$ cat config.mk
export PLATFORM = sky130hd
export DESIGN_NAME = mem_access_ctrl_flat
export DESIGN_NICKNAME = d
export VERILOG_FILES = /design/src/rtl/mem_access_ctrl_pkg.sv /design/src/rtl/mem_access_ctrl_if.sv /design/src/rtl/dff.sv /design/src/rtl/dff_16bit.sv /design/src/rtl/dff_4bit.sv /design/src/rtl/mem_access_ctrl_memwb.sv /design/src/rtl/mem_access_ctrl.sv /design/src/flat_wrapper.sv
export SDC_FILE = /design/constraint.sdc
export NUM_CORES = 1
export LEC_CHECK = 0
export CAP_MARGIN = 15
export CORE_ASPECT_RATIO = 1.1
export CORE_MARGIN = 8
export CORE_UTILIZATION = 33
export DETAILED_ROUTE_END_ITERATION = 7
export PLACE_DENSITY = 0.77
export SYNTH_ARGS = -nofsm -noshare
export SYNTH_HDL_FRONTEND = slang
export SYNTH_SLANG_ARGS = --single-unit
$ cat constraint.sdc
create_clock -name clk -period 1.6 [get_ports clk]
set_input_delay 0.32 -clock clk [delete_from_list [all_inputs] [get_ports clk]]
set_output_delay 0.32 -clock clk [all_outputs]
set_load 0.02 [all_outputs]
$ cat src/rtl/mem_access_ctrl_pkg.sv
// rtl/mem_access_ctrl_pkg.sv - shared state encoding and MEM/WB bubble constants
package mem_access_ctrl_pkg;

    typedef enum logic [1:0] {
        IDLE     = 2'b00,
        ACCESS   = 2'b01,
        COMPLETE = 2'b10
    } state_t;

    typedef struct packed {
        logic        write_reg;
        logic        hlt;
        logic [3:0]  dst_reg;
        logic [15:0] dst_data;
    } memwb_t;

    localparam logic        BUBBLE_WRITEREG = 1'b0;
    localparam logic        BUBBLE_HLT      = 1'b0;
    localparam logic [3:0]  BUBBLE_DSTREG   = 4'h0;
    localparam logic [15:0] BUBBLE_DSTDATA  = 16'h0000;

    localparam memwb_t BUBBLE = '{
        write_reg: BUBBLE_WRITEREG,
        hlt:       BUBBLE_HLT,
        dst_reg:   BUBBLE_DSTREG,
        dst_data:  BUBBLE_DSTDATA
    };

endpackage

$ cat src/rtl/mem_access_ctrl_if.sv
// rtl/mem_access_ctrl_if.sv - data-memory req/ack handshake bundle
interface mem_access_ctrl_if;
    logic        mem_req;
    logic        mem_wr;
    logic [15:0] mem_addr;
    logic [15:0] mem_wdata;
    logic [15:0] mem_rdata;
    logic        mem_ack;

    modport master (
        output mem_req, mem_wr, mem_addr, mem_wdata,
        input  mem_rdata, mem_ack
    );

    modport slave (
        input  mem_req, mem_wr, mem_addr, mem_wdata,
        output mem_rdata, mem_ack
    );
endinterface

$ cat src/rtl/dff.sv
// rtl/dff.sv - 1-bit register cell with write enable, async active-low reset
module dff (
    output logic q,
    input  logic d,
    input  logic wen,
    input  logic clk,
    input  logic rst
);
    always_ff @(posedge clk or negedge rst) begin
        if (!rst)     q <= 1'b0;
        else if (wen) q <= d;
    end
endmodule

$ cat src/rtl/dff_16bit.sv
// rtl/dff_16bit.sv - 16-bit register cell with write enable, async active-low reset
module dff_16bit (
    output logic [15:0] q,
    input  logic [15:0] d,
    input  logic        wen,
    input  logic        clk,
    input  logic        rst
);
    always_ff @(posedge clk or negedge rst) begin
        if (!rst)     q <= 16'h0000;
        else if (wen) q <= d;
    end
endmodule

$ cat src/rtl/dff_4bit.sv
// rtl/dff_4bit.sv - 4-bit register cell with write enable, async active-low reset
module dff_4bit (
    output logic [3:0] q,
    input  logic [3:0] d,
    input  logic       wen,
    input  logic       clk,
    input  logic       rst
);
    always_ff @(posedge clk or negedge rst) begin
        if (!rst)     q <= 4'h0;
        else if (wen) q <= d;
    end
endmodule

$ cat src/rtl/mem_access_ctrl_memwb.sv
// rtl/mem_access_ctrl_memwb.sv - MEM/WB register bank, loads every cycle
module memwb
    import mem_access_ctrl_pkg::*;
(
    input  logic        clk,
    input  logic        rst,
    input  memwb_t      d,
    output logic        wb_WriteReg,
    output logic        wb_hlt,
    output logic [3:0]  wb_DstReg,
    output logic [15:0] wb_DstData
);
    dff       u_write_reg (.q(wb_WriteReg), .d(d.write_reg), .wen(1'b1), .clk(clk), .rst(rst));
    dff       u_hlt       (.q(wb_hlt),      .d(d.hlt),       .wen(1'b1), .clk(clk), .rst(rst));
    dff_4bit  u_dst_reg   (.q(wb_DstReg),   .d(d.dst_reg),   .wen(1'b1), .clk(clk), .rst(rst));
    dff_16bit u_dst_data  (.q(wb_DstData),  .d(d.dst_data),  .wen(1'b1), .clk(clk), .rst(rst));
endmodule

$ cat src/rtl/mem_access_ctrl.sv
// rtl/mem_access_ctrl.sv - MEM stage: variable-latency data-memory access with pipeline stall
module mem_access_ctrl
    import mem_access_ctrl_pkg::*;
#(
    parameter int TIMEOUT = 16,
    parameter int CNT_W   = 5
) (
    input  logic               clk,
    input  logic               rst,
    input  logic               q_Data_Mem_en,
    input  logic               q_Data_Mem_wr,
    input  logic               q_from_mem,
    input  logic               q_WriteReg,
    input  logic               q_hlt,
    input  logic [3:0]         q_DstReg,
    input  logic [15:0]        q_Data_Mem_Addr,
    input  logic [15:0]        q_Data_Mem_In,
    input  logic [15:0]        q_DstData,
    mem_access_ctrl_if.master  mem,
    output logic               stall,
    output logic               mem_err,
    output logic               wb_WriteReg,
    output logic               wb_hlt,
    output logic [3:0]         wb_DstReg,
    output logic [15:0]        wb_DstData
);

    state_t             state;
    state_t             state_next;
    logic [CNT_W-1:0]   cnt;
    logic [15:0]        cap_data;
    logic               abort;
    logic               cnt_last;
    memwb_t             wb_d;

    assign cnt_last       = (cnt == CNT_W'(TIMEOUT - 1));
    assign mem.mem_wr     = q_Data_Mem_wr;
    assign mem.mem_addr   = q_Data_Mem_Addr;
    assign mem.mem_wdata  = q_Data_Mem_In;

    always_ff @(posedge clk or negedge rst) begin
        if (!rst) begin
            state    <= IDLE;
            cnt      <= '0;
            cap_data <= 16'h0000;
            abort    <= 1'b0;
            mem_err  <= 1'b0;
        end else begin
            state <= state_next;
            case (state)
                IDLE: cnt <= '0;
                ACCESS: begin
                    // An ack on the final allowed cycle still counts as a normal completion.
                    if (mem.mem_ack) begin
                        cap_data <= mem.mem_rdata;
                    end else if (cnt_last) begin
                        cap_data <= 16'h0000;
                        abort    <= 1'b1;
                        mem_err  <= 1'b1;
                    end else begin
                        cnt <= cnt + CNT_W'(1);
                    end
                end
                COMPLETE: abort <= 1'b0;
                default: ;
            endcase
        end
    end

    always_comb begin
        state_next   = state;
        stall        = 1'b0;
        mem.mem_req  = 1'b0;
        wb_d         = BUBBLE;
        case (state)
            IDLE: begin
                if (q_Data_Mem_en) begin
                    stall      = 1'b1;
                    state_next = ACCESS;
                end else begin
                    wb_d = '{write_reg: q_WriteReg, hlt: q_hlt,
                             dst_reg: q_DstReg, dst_data: q_DstData};
                end
            end
            ACCESS: begin
                stall       = 1'b1;
                mem.mem_req = 1'b1;
                if (mem.mem_ack || cnt_last) state_next = COMPLETE;
            end
            COMPLETE: begin
                wb_d = '{write_reg: q_WriteReg & ~abort, hlt: q_hlt,
                         dst_reg: q_DstReg,
                         dst_data: q_from_mem ? cap_data : q_DstData};
                state_next = IDLE;
            end
            default: state_next = IDLE;
        endcase
    end

    memwb u_memwb (
        .clk         (clk),
        .rst         (rst),
        .d           (wb_d),
        .wb_WriteReg (wb_WriteReg),
        .wb_hlt      (wb_hlt),
        .wb_DstReg   (wb_DstReg),
        .wb_DstData  (wb_DstData)
    );

endmodule

$ cat src/flat_wrapper.sv
// flat-port wrapper written by rule: the top's interface ports become plain ports
module mem_access_ctrl_flat import mem_access_ctrl_pkg::*;
#(
    parameter int TIMEOUT = 16,
    parameter int CNT_W   = 5
)
  (clk, rst, q_Data_Mem_en, q_Data_Mem_wr, q_from_mem, q_WriteReg, q_hlt, q_DstReg, q_Data_Mem_Addr, q_Data_Mem_In, q_DstData, stall, mem_err, wb_WriteReg, wb_hlt, wb_DstReg, wb_DstData, mem_mem_req, mem_mem_wr, mem_mem_addr, mem_mem_wdata, mem_mem_rdata, mem_mem_ack);
  mem_access_ctrl_if mem_i ();
  input  logic clk;
  input  logic rst;
  input  logic q_Data_Mem_en;
  input  logic q_Data_Mem_wr;
  input  logic q_from_mem;
  input  logic q_WriteReg;
  input  logic q_hlt;
  input  logic [3:0] q_DstReg;
  input  logic [15:0] q_Data_Mem_Addr;
  input  logic [15:0] q_Data_Mem_In;
  input  logic [15:0] q_DstData;
  output logic stall;
  output logic mem_err;
  output logic wb_WriteReg;
  output logic wb_hlt;
  output logic [3:0] wb_DstReg;
  output logic [15:0] wb_DstData;
  output wire logic [$bits(mem_i.mem_req)-1:0] mem_mem_req;
  output wire logic [$bits(mem_i.mem_wr)-1:0] mem_mem_wr;
  output wire logic [$bits(mem_i.mem_addr)-1:0] mem_mem_addr;
  output wire logic [$bits(mem_i.mem_wdata)-1:0] mem_mem_wdata;
  input wire logic [$bits(mem_i.mem_rdata)-1:0] mem_mem_rdata;
  input wire logic [$bits(mem_i.mem_ack)-1:0] mem_mem_ack;
  assign mem_mem_req = mem_i.mem_req;
  assign mem_mem_wr = mem_i.mem_wr;
  assign mem_mem_addr = mem_i.mem_addr;
  assign mem_mem_wdata = mem_i.mem_wdata;
  assign mem_i.mem_rdata = mem_mem_rdata;
  assign mem_i.mem_ack = mem_mem_ack;
  mem_access_ctrl #(.TIMEOUT(TIMEOUT), .CNT_W(CNT_W)) u_core (.clk(clk), .rst(rst), .q_Data_Mem_en(q_Data_Mem_en), .q_Data_Mem_wr(q_Data_Mem_wr), .q_from_mem(q_from_mem), .q_WriteReg(q_WriteReg), .q_hlt(q_hlt), .q_DstReg(q_DstReg), .q_Data_Mem_Addr(q_Data_Mem_Addr), .q_Data_Mem_In(q_Data_Mem_In), .q_DstData(q_DstData), .mem(mem_i), .stall(stall), .mem_err(mem_err), .wb_WriteReg(wb_WriteReg), .wb_hlt(wb_hlt), .wb_DstReg(wb_DstReg), .wb_DstData(wb_DstData));
endmodule
# Yosys cells after proc, flatten, opt, wreduce, memory -nomap -nowiden
# Cells that the tools add are included.
dict set report word_totals {
  reg_bits 47
  inputBits 76
  word_cells 48
}
dict set report classes {
  muxes 17
  n_eq_ne 8
  n_addsub 1
  bitwise_logic 3
  reduce_logical 10
}
# operator count
set ops {}
lappend ops {{$mux 16} 3}
lappend ops {{$pmux 22 s2} 1}
lappend ops {{$mux 22} 1}
lappend ops {{$mux 5} 2}
lappend ops {{$pmux 5 s2} 1}
lappend ops {{$reduce_and 3->1} 3}
lappend ops {{$ne 2x2->1 const B} 3}
lappend ops {{$reduce_bool 2->1} 3}
lappend ops {{$add 5x1->5 const B} 1}
lappend ops {{$eq 5x4->1 const B} 1}
lappend ops {{$mux 1} 4}
lappend ops {{$mux 2} 2}
lappend ops {{$ne 2x1->1 const B} 2}
lappend ops {{$pmux 1 s2} 2}
lappend ops {{$pmux 2 s2} 1}
lappend ops {{$reduce_and 2->1} 2}
lappend ops {{$eq 2x1->1 const B} 1}
lappend ops {{$eq 2x2->1 const B} 1}
lappend ops {{$logic_not 2->1} 1}
lappend ops {{$not 1->1} 2}
lappend ops {{$and 1x1->1} 1}
lappend ops {{$logic_or 1x1->1} 1}

# Depth between registers and ports, before layout
# Gate-level depths: netlist of the first run.
dict set report logic_depth {
  ltp_word 4
  mapped_depth 6
}

# Cells and area by module
# Synthesis of the first run repeated with hierarchy kept, for this count alone.
dict set report unflattened {
  cells_unflattened 201
  hier_area_um2 2451.1
}
# module seq_area_each_um2 cells_per_inst area_per_inst_um2 n_inst
set by_module_without_submodules {}
lappend by_module_without_submodules {mem_access_ctrl 625.6 154 1572.8 1}
lappend by_module_without_submodules {dff_16bit 400.4 34 649.4 1}
lappend by_module_without_submodules {dff_4bit 100.1 8 145.1 1}
lappend by_module_without_submodules {dff 25.0 2 40.0 2}
lappend by_module_without_submodules {memwb 0.0 1 3.8 1}

# Worst setup path before layout of the first run
# OpenSTA, ideal clock, no wires.
dict set report synth_path {
  path_kind {register to register}
  from {reg u_core.cnt[0]}
  to {reg u_core.cnt[2]}
  n_path_buf 0
  t_required_ns 1.476
  synth_period_minus_slack_ns 1.712
  slack_ns -0.112
  stages_incl_launch_ff 7
  arrival_ns 1.589
  cell_sequence {dfrtp_1 > ha_1 > and3_1 > ha_1 > nor2_1 > a21oi_1 > a211o_1}
}
dict set report synth_via {
  elab_chain_cells 4
  elab_cells_between_ends 7
  classes_between {add/sub: 1; eq/ne: 2; mux: 3; reduce/logical: 1}
}
# item line_no
set synth_lines {}
lappend synth_lines {{start, declared} mem_access_ctrl.sv:30} ;# logic [CNT_W-1:0] cnt;
lappend synth_lines {{start signal, assigned} mem_access_ctrl.sv:61} ;# cnt <= cnt + CNT_W'(1);
lappend synth_lines {{$add 5x1->5} mem_access_ctrl.sv:61}
lappend synth_lines {{$mux 5} mem_access_ctrl.sv:56} ;# end else if (cnt_last) begin
lappend synth_lines {{$mux 5} mem_access_ctrl.sv:54} ;# if (mem.mem_ack) begin
lappend synth_lines {{$pmux 5 s2} mem_access_ctrl.sv:50} ;# case (state)
# Parallel ways exist; a longest one is shown, timed or not. The select of a mux whose other input is x is not followed.
# A chain may end at the register's enable or synchronous reset.

# Final worst setup path of the first run
dict set report layout_path {
  from {reg u_core.cnt[1]}
  to {reg u_core.cap_data[13]}
}
dict set report layout_via {
  elab_chain_cells 3
}
# item line_no
set layout_lines {}
lappend layout_lines {{$eq 5x4->1} mem_access_ctrl.sv:36} ;# assign cnt_last = (cnt == CNT_W'(TIMEOUT - 1));
lappend layout_lines {{$reduce_bool 2->1 (no source line)} --}
lappend layout_lines {{$reduce_and 2->1 (no source line)} --}
lappend layout_lines {{end signal, assigned} mem_access_ctrl.sv:55} ;# cap_data <= mem.mem_rdata;
lappend layout_lines {{end, declared} mem_access_ctrl.sv:31} ;# logic [15:0] cap_data;
# Every way passes these cells.

==> reports/metrics.sh, run 1 <==
NETS_FINAL=304
ANT_NETS=0
RSZ_0062_RAISED_AFTER_GLOBAL_ROUTING='yes'
LAYOUT_OVERHEAD_ON_THE_SYNTHESIZED_AREA_PCT=43.1
PLACEABLECOREAREA_MM2=0.00612
DETAIL_ROUTE.VIAS_PER_CELL=4.87
DR_VIAS=1496
NETLIST.TOP_CELL.BY_AREA='sky130_fd_sc_hd__dfrtp_1'
TIMING.FINAL.CRIT_SHARE=1.03
SYNTH-SEQ-AREA-SHARE=0.566
INITIALDRTVIOLATIONCOUNT=92
TRANSITION_TIME_AT_THE_PIN_WITH_THE_LEAST_SLEW_MARGIN_NS=0.481
GP_CONGESTION=0.688
NUMBER_OF_ANTENNA_VIOLATIONS_AT_THE_FIRST_CHECK_IN_GLOBAL_ROUTING=0
R2R_SETUP_SLACK_NS=-0.05
TIMING_HOLD_VIOLATIONS_FINAL=0
CRITICAL_PATH_REQUIRED_NS=1.79
SYNTH_TOP_CELLS_BY_AREA='sky130_fd_sc_hd__dfrtp_1 (57%), sky130_fd_sc_hd__a22o_1 (14%), sky130_fd_sc_hd__buf_4 (12%), sky130_fd_sc_hd__and2_1 (1.5%), sky130_fd_sc_hd__nand2_1 (1.3%)'
NUMBER_OF_REMAINING_DRC_ERRORS=0
YOSYSUNIQUECELLTYPES=34
IO_BUFFERS=67
WORST_IR_DROP_VDD_uV=435
CTS.REPORTEDPATHS.CLKPINSLEW_NS=0.09
REPORT.FINAL.SLEW_VIOL_COUNT=0
START_POINT_OF_THE_CRITICAL_PATH='u_core.cnt[1]$_DFFE_PN0P_'
SETUP_SLACK_NS=-0.0543
PIN_COUNT_OF_THE_BIGGEST_NET_ENTERING_GLOBAL_ROUTING=28
WORSTHOLDSTART='u_core.mem_err$_DFFE_PN0P_'
SYNTH_ASYNC_SR_FLOP_SHARE=1.00
STATIC-LEAKAGE-POWER_nW=1.49
GRT_PASS1_VIAS=1561
CTSHTREEMAXLEVEL=2
SINK_COUNT_OF_THE_CLOCK_TREE=47
ROUTE.DETAILED.WL_PER_INST_UM=16.5
PLACE_HPWL_UM=3730
WORST_EP_ARRIVAL_TIME_NS=1.84
POST_LAYOUT_MINIMUM_CYCLE_TIME_NS=1.65
SETUP.WORST_PATH.END_CLASS='flop'
DIEWIDTH_UM=91.7
TOTAL_WIRELENGTH_UM=5070
TOTAL_ROUTING_USAGE_REPORTED_BY_GLOBAL_ROUTING=0.108
VIOLATIONS_IN_THE_FINAL_REPORTS='negative setup slack'
PLACED_CELL_AREA_MM2=0.00272
INSERTION_DELAY_NS=0.30
CTS_INSERTED_BUFFERS=5
INSERTEDDIODECOUNT=0
I_O_PIN_COUNT=134
POSTSYNTHNETCOUNT=249
GRT_PASS1_WL_UM=7850
MAX-CAP-VIOLATIONS=0
SYNTH.AVG_CELL_AREA_UM2=12.2
FLOORPLAN.ROWS=30
SYNTH_CELLS=171
FINAL_CELL_AREA_MM2=0.00298
REGTOREGENDPOINT='u_core.cap_data[13]$_DFFE_PN0P_'
CP_MAX_FO=17
SYNTH_TOP_AREA_FRAC=0.566
RELSLEWSLACK=0.680
RESIDUAL_OVERFLOW_FROM_GLOBAL_ROUTING=0
YS_SEQ_ELEMENTS=47
TYPE_OF_THE_WORST_SETUP_PATH='reg -> reg'
CRIT_PATH_END='u_core.cap_data[13]$_DFFE_PN0P_'
SYNTH-WARNING-COUNT=0
R2R.WORST_PATH.CELLS=7
FINALCLOCKSKEW_NS=0.00538
DIEHEIGHT_UM=99.3
FINAL_LAYOUT_SIZE_SUFFIX_GT1_FRAC=0.207
REG2REG_FROM='u_core.cnt[1]$_DFFE_PN0P_'
YS_DOMINANT_REG_CELL='sky130_fd_sc_hd__dfrtp_1'
FLOORPLAN.INITIALDENSITY=0.340
TRITONCTS_CLOCK_TREE='done'
FIRST_PASS_ITERS=4
NUMBER_OF_BUFFERS_ON_THE_LONGEST_CLOCK_PATH=2
SYNTH_ENABLE_FLOP_CELLS=0
SYNTHESIS.AREA_MM2=0.00208
FINAL_SETUP_VIOLATING_ENDPOINTS=20
ROOT_BUFFER='sky130_fd_sc_hd__clkbuf_8'
POWERDENSITY_mW_PER_MM2=1080
CRIT_PATH_START_KIND='flop'
DESIGN.DIE.AREA_MM2=0.00910
ACHIEVABLE-FREQUENCY_GHz=0.604
OUTCOME='finished, violations left'
LAYOUT.CORE_UTILIZATION=0.487
WORST_HOLD_PATH_TYPE='reg -> reg'
-- sequential cells by signal (all words and copies together) (netlist names) --
signal / flops
u_core.u_memwb.u_dst_reg.q: 4
u_core.abort: 1
u_core.state: 2
u_core.u_memwb.u_write_reg.q: 1
u_core.mem_err: 1
u_core.u_memwb.u_hlt.q: 1
u_core.u_memwb.u_dst_data.q: 16
u_core.cnt: 5
u_core.cap_data: 16
-- cell type report --
class,instances,area (um2)
timing repair buffer,88,906
clock buffer,5,68.8
tap,80,100
fill,525,3140
clock inverter,3,46.3
sequential,47,1180
inverter,5,18.8
multi-input combinational,79,661
-- through the flow --
stage	cells	setup WS [ns]	setup TNS [ns]	power, mW	hold WS [ns]
after global placement	292	-0.259	-4.51	2.29	0.302
after global routing	307	-0.102	-1.60	3.36	0.491
after CTS	304	-0.0316	-0.0871	3.21	0.480
final	307	-0.0543	-0.639	3.20	0.473
after detailed placement	292	-0.285	-5.18	2.31	0.304
after floorplan	171	0.00845	0	2.02	0.0244
-- where the power goes --
group / switching [mW] / internal [mW]
sequential: 0.113 / 1.39
combinational: 0.360 / 0.463
clock: 0.405 / 0.470
total: 0.878 / 2.33
-- cell usage after synthesis, types with 2 or more instances --
cell type	number
sky130_fd_sc_hd__nor2_1	6
sky130_fd_sc_hd__a22o_1	34
sky130_fd_sc_hd__buf_4	34
sky130_fd_sc_hd__buf_2	4
sky130_fd_sc_hd__and2_1	5
sky130_fd_sc_hd__o21ai_0	3
sky130_fd_sc_hd__and3_1	2
sky130_fd_sc_hd__ha_1	2
sky130_fd_sc_hd__inv_1	4
sky130_fd_sc_hd__nand2_1	7
sky130_fd_sc_hd__dfrtp_1	47
-- how the worst min path moves through the flow --
stage	to	slack, ns	cells after the start
detailed placement	u_core.mem_err$_DFFE_PN0P_	0.30	1
global route	u_core.mem_err$_DFFE_PN0P_	0.49	1
global placement	u_core.mem_err$_DFFE_PN0P_	0.30	1
finish	u_core.mem_err$_DFFE_PN0P_	0.47	1
floorplan	u_core.abort$_DFFE_PN0P_	0.02	0
CTS	u_core.mem_err$_DFFE_PN0P_	0.48	1
-- critical path: stages, from the launching register on --
cell	delay, ns
sky130_fd_sc_hd__dfrtp_1	0.37
sky130_fd_sc_hd__ha_2	0.20
sky130_fd_sc_hd__and3_4	0.19
sky130_fd_sc_hd__ha_4	0.18
sky130_fd_sc_hd__buf_4	0.14
sky130_fd_sc_hd__o21ai_4	0.05
sky130_fd_sc_hd__buf_12	0.16
sky130_fd_sc_hd__a22o_1	0.24
-- cell usage in the layout (no fill, tap or decap), drive strengths merged, types with 2 or more instances in the layout --
| cell | synthesis | layout |
|---|---|---|
| clkdlybuf4s50 | 0 | 53 |
| dfrtp | 47 | 47 |
| a22o | 34 | 34 |
| buf | 39 | 21 |
| dlymetal6s2s | 0 | 11 |
| nand2 | 7 | 7 |
| nor2 | 7 | 7 |
| clkbuf | 1 | 7 |
| inv | 5 | 6 |
| and2 | 5 | 5 |
| o21ai | 5 | 5 |
| nor3b | 2 | 2 |
| and3 | 2 | 2 |
| ha | 2 | 2 |
-- what timing repair did --
| item | 4_1_cts | 5_1_grt |
|---|---|---|
| pin swaps | 3 | 7 |
| setup endpoints to repair | 22 | 50 |
| resized for setup | 8 | 18 |
| hold buffers | 1 | 0 |
| setup buffers | 3 | 3 |
| hold endpoints to repair | 20 | 0 |
-- metal layers --
| layer | track usage | wire length (um) | up-vias |
|---|---|---|---|
| li1 | - | - | 681 |
| met1 | 0.117 | 1850 | 736 |
| met2 | 0.186 | 2660 | 55 |
| met3 | 0.0271 | 365 | 24 |
| met4 | 0.0643 | 201 | 0 |
| met5 | 0 | 0 | - |
-- kinds of logic after synthesis --
logic type	Yosys count	synth area share
muxes	1	0.00481
AOI/OAI and AO/OA	46	0.184
buffers and inverters	45	0.149
and+or+nand+nor	30	0.0854
DFF	47	0.566
adders and majority gates	2	0.0120
Note: power is estimated with default switching activity, not from simulation.
==> inputs of run 2 (changes only) <==
--- a/config.mk
+++ b/config.mk
@@ -8,9 +8,10 @@
 export CAP_MARGIN = 15
 export CORE_ASPECT_RATIO = 1.1
 export CORE_MARGIN = 8
-export CORE_UTILIZATION = 33
+export CORE_UTILIZATION = 35
 export DETAILED_ROUTE_END_ITERATION = 7
-export PLACE_DENSITY = 0.77
+export PLACE_DENSITY = 0.76
 export SYNTH_ARGS = -nofsm -noshare
 export SYNTH_HDL_FRONTEND = slang
+export SYNTH_HIERARCHICAL = 1
 export SYNTH_SLANG_ARGS = --single-unit
==> reports/metrics.sh, run 2 <==
POWERDENSITY_mW_PER_MM2=1350  # +26%
SYNTH_TOP_AREA_FRAC=0.480  # -0.0857
IO_BUFFERS=67  # unchanged
LARGEST_REGISTERS='u_core/cap_data: 16 flops, u_core/u_memwb/u_dst_data/q: 16 flops, u_core/cnt: 5 flops'
CRITICAL_PATH_REQUIRED_NS=1.84  # +0.05 ns
MAX-CAP-VIOLATIONS=0  # unchanged
GP_CONGESTION=0.789  # +15%
HOLD_BUFFERS=0  # -1
INSERTEDDIODECOUNT=0  # unchanged
NETLIST.TOP_CELL.BY_AREA='sky130_fd_sc_hd__dfrtp_1'
YS_SEQ_ELEMENTS=47  # unchanged
FLOORPLAN.ROWS=32  # +6.7%
TRITONCTS_CLOCK_TREE='done'
DIEHEIGHT_UM=104  # +4.5%
SYNTH-SEQ-AREA-SHARE=0.480  # -0.0857
SYNTH_ASYNC_SR_FLOP_SHARE=1.00  # unchanged
NUMBER_OF_REMAINING_DRC_ERRORS=0  # unchanged
MOSTFREQUENTLAYOUTCELLS='sky130_fd_sc_hd__dfrtp_1 (46), sky130_fd_sc_hd__clkdlybuf4s50_1 (41), sky130_fd_sc_hd__a22o_1 (34), sky130_fd_sc_hd__buf_4 (18)'
FIRST_PASS_ITERS=4  # unchanged
ROOT_BUFFER='sky130_fd_sc_hd__clkbuf_8'
I_O_PIN_COUNT=134  # unchanged
R2R_SETUP_SLACK_NS=-0.15  # -0.10 ns
DR_VIAS=1654  # +11%
R2R.WORST_PATH.CELLS=6  # -1
PLACEABLECOREAREA_MM2=0.00689  # +13%
YS_DOMINANT_REG_CELL='sky130_fd_sc_hd__dfrtp_1'
FINAL_SETUP_VIOLATING_ENDPOINTS=10  # -50%
LAYOUT_OVERHEAD_ON_THE_SYNTHESIZED_AREA_PCT=35.4
SYNTH_TOP_CELLS_BY_AREA='sky130_fd_sc_hd__dfrtp_1 (48%), sky130_fd_sc_hd__a22o_1 (12%), sky130_fd_sc_hd__buf_4 (11%), sky130_fd_sc_hd__mux2_4 (7.4%), sky130_fd_sc_hd__mux2_2 (5.5%)'
REGTOREGENDPOINT='u_core/cnt[3]$_DFFE_PN0P_'
TOTAL_POWER_mW=4.49  # +40%
CTSHTREEMAXLEVEL=2  # unchanged
POST_LAYOUT_MINIMUM_CYCLE_TIME_NS=1.75  # +0.0951 ns
ANT_NETS=0  # unchanged
SYNTH_ENABLE_FLOP_CELLS=0  # unchanged
CRIT_PATH_START_KIND='flop'
SEQ_AREA_MM2=0.00118  # +0.11%
CTS_INSERTED_BUFFERS=5  # unchanged
DESIGN.DIE.AREA_MM2=0.00994  # +9.2%
VIOLATIONS_IN_THE_FINAL_REPORTS='negative hold slack, negative setup slack'
RESIDUAL_OVERFLOW_FROM_GLOBAL_ROUTING=0  # unchanged
GRT_PASS1_VIAS=1818  # +16%
PIN_COUNT_OF_THE_BIGGEST_NET_ENTERING_GLOBAL_ROUTING=48  # +71%
INSERTION_DELAY_NS=0.29  # about the same
NUMBER_OF_ANTENNA_VIOLATIONS_AT_THE_FIRST_CHECK_IN_GLOBAL_ROUTING=0  # unchanged
TOTAL_WIRELENGTH_UM=5720  # +13%
REPORT.FINAL.SLEW_VIOL_COUNT=0  # unchanged
SYNTH_MOST_COMMON_CELL='sky130_fd_sc_hd__dfrtp_1'
NUMBER_OF_BUFFERS_ON_THE_LONGEST_CLOCK_PATH=2  # unchanged
DP.CELLS=330  # +13%
YOSYSUNIQUECELLTYPES=34  # unchanged
SINK_COUNT_OF_THE_CLOCK_TREE=47  # unchanged
ACHIEVABLE-FREQUENCY_GHz=0.572  # -5.4%
SYNTHESIS.AREA_MM2=0.00245  # +18%
SETUP.WORST_PATH.END_CLASS='flop'
FINALCLOCKSKEW_NS=0.00575  # +0.000370 ns
FINAL_LAYOUT_SIZE_SUFFIX_GT1_FRAC=0.277  # +0.0699
RSZ_0062_RAISED_AFTER_GLOBAL_ROUTING='yes'
INITIALDRTVIOLATIONCOUNT=58  # -37%
NETS_FINAL=338  # +11%
DETAIL_ROUTE.VIAS_PER_CELL=4.79  # -1.6%
SYNTH_CELLS=201  # +18%
FILLER_CELL_COUNT=613  # +17%
REG2REG_FROM='u_core/cnt[0]$_DFFE_PN0P_'
CP_MAX_FO=5  # -12
STATIC-LEAKAGE-POWER_nW=1.73  # +17%
SYNTH_TOP_CELLS_BY_COUNT='sky130_fd_sc_hd__dfrtp_1 (47), sky130_fd_sc_hd__buf_4 (35), sky130_fd_sc_hd__a22o_1 (34), sky130_fd_sc_hd__mux2_2 (12), sky130_fd_sc_hd__mux2_4 (12)'
MULTI_INPUT_COMB_AREA_MM2=0.00103  # +55%
WORST_HOLD_SLACK_NS=-0.0102  # -0.483 ns
TYPE_OF_THE_WORST_SETUP_PATH='reg -> reg'
PLACE_HPWL_UM=4310  # +16%
ROUTE.DETAILED.WL_PER_INST_UM=16.6  # +0.23%
OUTCOME='finished, violations left'
WORST_IR_DROP_VDD_uV=466  # +7.0%
FINISH.CELL_COUNT_WITHOUT_FILLERS=345  # +12%
TIMING_HOLD_VIOLATIONS_FINAL=13  # +13
TIMING.FINAL.CRIT_SHARE=1.09  # +0.0595
FLOORPLAN.INITIALDENSITY=0.356  # +0.0160
DIEWIDTH_UM=95.8  # +4.5%
TOTAL_ROUTING_USAGE_REPORTED_BY_GLOBAL_ROUTING=0.118  # +0.0100
WORST_HOLD_PATH_TYPE='in -> async'
CTS.REPORTEDPATHS.CLKPINSLEW_NS=0.08  # about the same
SETUP_SLACK_NS=-0.149  # -0.0951 ns
SYNTH.AVG_CELL_AREA_UM2=12.2  # +0.28%
WORST_EP_ARRIVAL_TIME_NS=1.99  # +0.15 ns
SYNTH-WARNING-COUNT=6  # +6
GRT_PASS1_WL_UM=9390  # +20%
LAYOUT.CELLS.MOST_COMMON='sky130_fd_sc_hd__dfrtp_1'
-- run 2: cell count changes after synthesis, moves of 2 or more --
| cell | before | now |
|---|---|---|
| sky130_fd_sc_hd__mux2_2 | 0 | 12 |
| sky130_fd_sc_hd__mux2_4 | 0 | 12 |
| sky130_fd_sc_hd__and2_1 | 5 | 8 |
| sky130_fd_sc_hd__buf_2 | 4 | 1 |
| sky130_fd_sc_hd__buf_6 | 1 | 4 |
| sky130_fd_sc_hd__nand2_1 | 7 | 4 |
| sky130_fd_sc_hd__a21oi_1 | 1 | 3 |
| sky130_fd_sc_hd__a22oi_1 | 0 | 2 |
-- run 2: kinds of logic after synthesis --
kind of cell | after synthesis | share of synthesized area
compound gates | 49 | 0.163
buf+inv | 47 | 0.145
flops | 47 | 0.480
simple gates | 30 | 0.0669
mux | 24 | 0.129
fa+ha+maj | 3 | 0.0153
other cells | 1 | 0.00153
-- run 2: critical path, cell delays in order, from the launching register on --
cell	delay (ns)
sky130_fd_sc_hd__dfrtp_1	0.40
sky130_fd_sc_hd__ha_2	0.20
sky130_fd_sc_hd__and3_4	0.19
sky130_fd_sc_hd__ha_4	0.17
sky130_fd_sc_hd__or2_4	0.24
sky130_fd_sc_hd__or4_4	0.42
sky130_fd_sc_hd__nand3_2	0.08
-- run 2: how the worst max path moves through the flow --
stage | startpoint | depth (start not counted) | endpoint
final | u_core/cnt[0]$_DFFE_PN0P_ | 6 | u_core/cnt[3]$_DFFE_PN0P_
after detailed placement | q_from_mem | 5 | u_core/u_memwb/u_dst_data/q[5]$_DFFE_PN0P_
after floorplan | u_core/cnt[1]$_DFFE_PN0P_ | 6 | u_core/cnt[3]$_DFFE_PN0P_
after global placement | q_from_mem | 5 | u_core/u_memwb/u_dst_data/q[13]$_DFFE_PN0P_
after CTS | u_core/cnt[1]$_DFFE_PN0P_ | 6 | u_core/cnt[3]$_DFFE_PN0P_
after global routing | u_core/cnt[0]$_DFFE_PN0P_ | 6 | u_core/cnt[3]$_DFFE_PN0P_
-- run 2: repair_timing --
item	4_1_cts	5_1_grt
pin swaps	4	3
endpoints found under the setup margin	32	50
resized for setup	26	17
endpoints found under the hold margin	0	0
setup buffers	2	5
-- run 2: metrics by stage --
stage / cell area [um2] / utilization / setup WS (ns) / setup TNS (ns) / hold WS (ns)
after floorplan: 2500 / - / -0.0636 / -0.109 / 0.0244
after global placement: 3060 / 0.444 / -0.491 / -11.12 / 0.320
after detailed placement: 3060 / 0.444 / -0.531 / -11.92 / 0.317
after CTS: 3210 / 0.467 / -0.126 / -0.275 / 0.000233
after global routing: 3320 / 0.482 / -0.189 / -1.29 / 0.0112
final: 3320 / 0.482 / -0.149 / -0.411 / -0.0102
-- run 2: report_power, final --
group	switching [mW]	internal [mW]	total, mW	leakage [nW]
Combinational	0.778	1.01	1.79	1.06
Clock	0.378	0.505	0.883	0.0612
Sequential	0.249	1.57	1.82	0.608
-- run 2: area by class of cell --
| type | instances | share of cell area |
|---|---|---|
| well taps | 85 | 0.0321 |
| flip-flops and latches | 47 | 0.355 |
| inverters | 4 | 0.00452 |
| repair buffers | 88 | 0.264 |
| clock inverters | 2 | 0.0106 |
| multi-input cells | 113 | 0.309 |
| clock buffers | 6 | 0.0249 |
-- run 2: metal layers --
metal / routed length [um] / vias up / share of wire / global-route usage
met5: 0 / - / 0 / 0
met4: 165 / 0 / 0.029 / 0.0616
met3: 512 / 16 / 0.090 / 0.0462
met2: 2780 / 61 / 0.49 / 0.183
met1: 2260 / 773 / 0.40 / 0.136
li1: - / 804 / - / -
